<file path="config.mk">
export PLATFORM = sky130hd
export DESIGN_NAME = pipe_ctrl
export DESIGN_NICKNAME = d
export VERILOG_FILES = /design/src/rtl/pipe_ctrl.sv
export SDC_FILE = /design/constraint.sdc
export NUM_CORES = 1
export LEC_CHECK = 0
export CELL_PAD_IN_SITES_DETAIL_PLACEMENT = 1
export CELL_PAD_IN_SITES_GLOBAL_PLACEMENT = 1
export CORE_MARGIN = 2
export CORE_UTILIZATION = 24
export CTS_BUF_LIST = sky130_fd_sc_hd__clkbuf_2
export CTS_CLUSTER_DIAMETER = 200
export DETAILED_ROUTE_END_ITERATION = 7
export GPL_ROUTABILITY_DRIVEN = 0
export HOLD_SLACK_MARGIN = 0.15
export PLACE_DENSITY = 0.75
export SLEW_MARGIN = 20
export SYNTH_ARGS = -nofsm -noshare
export SYNTH_HDL_FRONTEND = slang
export SYNTH_SLANG_ARGS = --single-unit
</file>
<file path="constraint.sdc">
create_clock -name clk -period 1.8 [get_ports clk]
set_clock_uncertainty 0.1 [all_clocks]
set_input_delay 0.36 -clock clk [delete_from_list [all_inputs] [get_ports clk]]
set_output_delay 0.36 -clock clk [all_outputs]
set_load 0.005 [all_outputs]
</file>
<file path="src/rtl/pipe_ctrl.sv">
`default_nettype none
// ============================================================================
// Module   : pipe_ctrl
// Purpose  : Five-stage pipeline hazard/stall controller with a multi-cycle
//            multiply/divide sequencer. Produces per-stage stall and refresh
//            (bubble) controls combinationally from the current hazards.
// Options  : MD_MULT_MC_EN - when defined, ex_mult also runs through the
//            multi-cycle sequencer with latency MUL_LAT; otherwise ex_mult
//            is treated as single-cycle and ignored here.
// Revision : 1.0 - initial release
// ============================================================================
module pipe_ctrl #(
  parameter int DIV_LAT = 32,
  parameter int MUL_LAT = 4
) (
  input  logic       clk,
  input  logic       reset,
  // ID stage source operands
  input  logic       id_rs_ren,
  input  logic       id_rt_ren,
  input  logic [4:0] id_rs,
  input  logic [4:0] id_rt,
  // EX stage instruction attributes
  input  logic       ex_regwen,
  input  logic [4:0] ex_wreg,
  input  logic       ex_load,
  input  logic       ex_cp0ren,
  input  logic       ex_mult,
  input  logic       ex_div,
  // Stall / flush sources
  input  logic       inst_stall,
  input  logic       data_stall,
  input  logic       exc_flush,
  // Pipeline controls
  output logic       pc_stall,
  output logic       ifid_stall,
  output logic       ifid_refresh,
  output logic       idex_stall,
  output logic       idex_refresh,
  output logic       exmem_stall,
  output logic       exmem_refresh,
  output logic       memwb_refresh,
  // Multi-cycle unit status
  output logic       md_start,
  output logic       md_busy,
  output logic       md_done
);

  typedef enum logic [1:0] {
    IDLE = 2'd0,
    BUSY = 2'd1,
    DONE = 2'd2
  } md_state_e;

  // Counter preload values: the counter counts LAT-1 down to 0, giving
  // exactly LAT cycles in BUSY.
  localparam logic [5:0] c_div_cnt = 6'(DIV_LAT - 1);
  localparam logic [5:0] c_mul_cnt = 6'(MUL_LAT - 1);

  md_state_e  state_q, state_d;
  logic [5:0] cnt_q, cnt_d;

  logic       w_md_op;
  logic [5:0] w_lat_cnt;
  logic       w_md_start;
  logic       w_md_stall;
  logic       w_lu_hazard;

`ifdef MD_MULT_MC_EN
  // Divide takes precedence if both flags are ever seen together.
  assign w_md_op   = ex_div | ex_mult;
  assign w_lat_cnt = ex_div ? c_div_cnt : c_mul_cnt;
`else
  // Multiply completes in EX in one cycle; nothing to sequence.
  logic w_unused_cfg;
  assign w_md_op      = ex_div;
  assign w_lat_cnt    = c_div_cnt;
  assign w_unused_cfg = ex_mult ^ (|c_mul_cnt);
`endif

  // Load-use: EX produces its result too late to forward into the ID reader.
  assign w_lu_hazard = (ex_load | ex_cp0ren) & ex_regwen & (ex_wreg != 5'd0) &
                       ((id_rs_ren & (id_rs == ex_wreg)) |
                        (id_rt_ren & (id_rt == ex_wreg)));

  // The MD instruction sits in EX until its result is ready (state DONE).
  assign w_md_stall = w_md_op & (state_q != DONE);

  // Sequencer state register with synchronous reset.
  always_ff @(posedge clk) begin
    if (reset) begin
      state_q <= IDLE;
      cnt_q   <= 6'd0;
    end else begin
      state_q <= state_d;
      cnt_q   <= cnt_d;
    end
  end

  // Sequencer next-state: launch, count down, hold result until MEM drains.
  always_comb begin
    state_d    = state_q;
    cnt_d      = cnt_q;
    w_md_start = 1'b0;
    if (exc_flush) begin
      state_d = IDLE;
      cnt_d   = 6'd0;
    end else begin
      case (state_q)
        IDLE: begin
          if (w_md_op) begin
            state_d    = BUSY;
            cnt_d      = w_lat_cnt;
            w_md_start = 1'b1;
          end
        end
        BUSY: begin
          // Keeps counting even while MEM is stalled.
          if (cnt_q == 6'd0) begin
            state_d = DONE;
          end else begin
            cnt_d = cnt_q - 6'd1;
          end
        end
        DONE: begin
          if (!data_stall) begin
            state_d = IDLE;
          end
        end
        default: begin
          state_d = IDLE;
          cnt_d   = 6'd0;
        end
      endcase
    end
  end

  // Prioritised stall/refresh decode; reset bubbles every stage.
  always_comb begin
    pc_stall      = 1'b0;
    ifid_stall    = 1'b0;
    ifid_refresh  = 1'b0;
    idex_stall    = 1'b0;
    idex_refresh  = 1'b0;
    exmem_stall   = 1'b0;
    exmem_refresh = 1'b0;
    memwb_refresh = 1'b0;
    md_start      = 1'b0;
    md_busy       = 1'b0;
    md_done       = 1'b0;
    if (reset) begin
      ifid_refresh  = 1'b1;
      idex_refresh  = 1'b1;
      exmem_refresh = 1'b1;
      memwb_refresh = 1'b1;
    end else begin
      md_start = w_md_start;
      md_busy  = (state_q != IDLE);
      md_done  = (state_q == DONE);
      if (exc_flush) begin
        ifid_refresh  = 1'b1;
        idex_refresh  = 1'b1;
        exmem_refresh = 1'b1;
      end else if (data_stall) begin
        pc_stall      = 1'b1;
        ifid_stall    = 1'b1;
        idex_stall    = 1'b1;
        exmem_stall   = 1'b1;
        memwb_refresh = 1'b1;
      end else if (w_md_stall) begin
        pc_stall      = 1'b1;
        ifid_stall    = 1'b1;
        idex_stall    = 1'b1;
        exmem_refresh = 1'b1;
      end else if (w_lu_hazard) begin
        pc_stall      = 1'b1;
        ifid_stall    = 1'b1;
        idex_refresh  = 1'b1;
      end else if (inst_stall) begin
        pc_stall      = 1'b1;
        ifid_refresh  = 1'b1;
      end
    end
  end

endmodule
`default_nettype wire
</file>
==> impl_metrics.csv <==
group,metric,value,unit
drt,totalWireLength,3396,um
final_layout,layout_commonest_cell,"buf_4",
clock_tree,cts-buffers-inserted,3,
final_layout,final_nets,192,
synth,synth_top_cell_area_share,23.70,%
setup_path,start_kind,"primary input",
flow_run,cap_viol_max_count,0,
status,status,"finished, violations left",
clock_tree,cts_tree,"done",
sta,worst_slew_pin_slew,0.3519,ns
synth,synth_compound_area_share,27.96,%
setup_path,worstPathCellList,"buf_8 -> xor2_2 -> nor4_2 -> nand3_1 -> a21o_1 -> buf_6 -> a31o_4 -> buf_6",
global_route,grt_overflow,0,
setup_path,crit_top_cell,"buf_6",
final_layout,n_antenna_cell,0,
setup_path,crit_path_max_incr_delay,0.33,ns
pwr,ir_worst_vdd,0.4105,mV
sta,holdWs,0.4854,ns
final_layout,post-route-util,53.92,%
clock_tree,clock_sinks,8,
final_layout,drive_gt1_share,56.17,%
synth,async_flop_share,0,%
global_route,grt_max_degree,10,
die,die-height,57.06,um
synth,synth_nets,117,
drt,ant_nets,0,
setup_path,cp_slowest_cell,"nor4_2",
synth,yosys.area.top_type,"dfxtp_1",
pwr,p_sw_share,33.43,%
setup_path,worstPathMaxFanout,3,
global_route,antenna_found_initial,0,
clock_tree,path_clk_slew,0.07,ns
pwr,pwr-share-comb,51.1,%
sta,final.period_utilization,123.0,%
synth,ys_types,34,
setup_path,cp_top_family,"simple AND/OR/NAND/NOR gates",
die,dieArea,3256,um^2
die,num_io_pins,38,
setup_path,criticalPathCategory,"primary input to output port",
sta,period_needed,2.215,ns
sta,rsz0062_at_grt,"yes",
sta,relSlewSlack,76.54,%
hold_path,worstHoldPathType,"flop to flop",
clock_tree,h-tree-depth,1,
status,violations,"negative setup slack",
clock_tree,cts_root_buffer,"clkbuf_2",
drt,wl_per_cell,17.60,um
setup_path,critical_path.endpoint_type,"output port",
placed_design,io_buffers,36,
pwr,p_clk_share,17.4,%
synth,syn_inst,89,
sta,hold_viol_final,0,
drt,viasPerCell,5.124,
drt,vias,989,
synth,synth.mux.area_fraction,0,%
synth,netlist_top_cells_area,"dfxtp_1 (24%), xor2_1 (10%), a21oi_1 (5.9%), nand2_1 (4.4%), o32ai_4 (4.1%)",
pwr,power_density,421.1,nW/um^2
pwr,power.leakage,0.6525,nW
sta,fin_ws,-0.4146,ns
global_route,grt_first_pass_wirelength,5161,um
final_layout,area_growth,116.3,%
drt,drtIter0Drc,21,
synth,synth_edf_count,0,
clock_tree,insertion_delay,0.24,ns
die,rows,19,
synth,synth-main-ff-cell,"dfxtp_1",
global_route,grt_pass1_vias,1076,
pwr,p_switching,0.2057,mW
synth,synthSimpleGateAreaFrac,27.59,%
setup_path,cp.required,1.34,ns
sta,setup_tns,-1.872,ns
drt,drtPass1Iterations,4,
synth,ys_seq_elements,8,
die,core_area,2710,um^2
sta,drv_slew,0,
synth,yosysWarnings,0,
sta,setup_viol,10,
synth,netlist_area,675.6,um^2
die,die_width,57.06,um
pwr,power_frac_seq,31.6,%
pwr,intPower,0.4096,mW
synth,yosysSeqAreaShare,23.70,%
global_route,gr-usage-all-layers,20.37,%
clock_tree,clockBufferDepth,2,
synth,synth_top_family_by_area,"compound AO/OA/AOI/OAI gates",
die,initial_core_util,24.93,%
setup_path,path_buf_inv,3,
sta,fmax,0.4516,GHz
final_layout,final_cell_mix,"buf_4 (28), buf_2 (12), dlygate4sd2_1 (11), buf_6 (11)",
placed_design,place_hpwl,2315,um
setup_path,arrival,1.75,ns
synth,synth_fa_ha_area_share,1.852,%
placed_design,dpl_worst_slack,-1.120,ns
synth,avgSynthCellArea,7.592,um^2
synth,synth-xor-area-share,14.26,%
drt,drc_errors,0,
-- metrics by stage --
step	std cells	power (mW)	cell area [um^2]
after floorplan	89	0.3024	695.7
after global placement	179	0.4544	1274
after detailed placement	179	0.4635	1274
after CTS	190	0.5863	1385
after global routing	193	0.6525	1461
final	193	0.6153	1461
-- power by group through the flow --
stage / Combinational [mW] / Clock, mW / Sequential, mW
floorplan: 0.102 / 0 / 0.200
global placement: 0.258 / 0 / 0.197
detailed placement: 0.266 / 0 / 0.197
CTS: 0.281 / 0.111 / 0.194
global route: 0.338 / 0.119 / 0.195
finish: 0.314 / 0.107 / 0.194
-- cell usage after synthesis, types with 2 or more instances --
master	number
xor2_1	8
a211o_1	2
nand2b_1	2
nor4_1	2
and2_1	2
nor3_1	3
nand2_1	8
inv_1	6
a21o_1	2
o21ai_0	5
nand3_1	5
a21oi_1	8
xnor2_1	3
dfxtp_1	8
nor2_1	6
-- worst reg2reg max path, cell delays in order, from the launching register on --
cell and delay [ns]:
dfxtp_2 0.33, inv_2 0.07, ha_4 0.13, or4b_4 0.49, o32ai_4 0.35, nor3_2 0.09
xnor2_1 0.14, a211oi_1 0.16
-- flip-flops by register name, indices dropped and copies added, names as in the netlist --
signal,flops
cnt_q,6
state_q,2
-- routing by layer --
layer  vias up  global-route usage, %  wire [um]
met1       494                  23.30       1329
li1        466                      -          -
met2        21                  37.93       1860
met3         8                  4.762        134
met4         0                  4.983         72
met5         -                      0          0
-- final timing paths --
path / slack (ns) / end / from / cells past startpoint
min: 0.49 / cnt_q[1]$_SDFFE_PP0P_ / cnt_q[1]$_SDFFE_PP0P_ / 3
min reg2reg: 0.49 / cnt_q[1]$_SDFFE_PP0P_ / cnt_q[1]$_SDFFE_PP0P_ / 3
max: -0.41 / ifid_refresh / ex_wreg[1] / 8
max reg2reg: -0.12 / cnt_q[5]$_SDFFE_PP0P_ / cnt_q[1]$_SDFFE_PP0P_ / 7
-- cell type report --
| type | instances | area (um^2) |
|---|---|---|
| clock buffers | 3 | 15.01 |
| fillers | 331 | 1249 |
| inverters | 6 | 22.52 |
| multi-input cells | 73 | 624.3 |
| flip-flops and latches | 8 | 165.2 |
| well taps | 31 | 38.79 |
| repair buffers | 72 | 595.6 |
-- logic make-up after synthesis --
| group | Yosys count |
|---|---|
| buffers and inverters | 8 |
| AOI/OAI and AO/OA | 26 |
| DFF | 8 |
| adders and majority gates | 1 |
| xor gates and xnor gates | 11 |
| and+or+nand+nor | 35 |
-- what timing repair did --
item / in CTS / in global routing
cloned: 0 / 0
gates resized for setup: 113 / 16
pin swaps: 26 / 12
hold buffers: 0 / 0
buffers inserted: 8 / 3
setup endpoints to repair: 16 / 11
(Power assumes the default switching activity.)
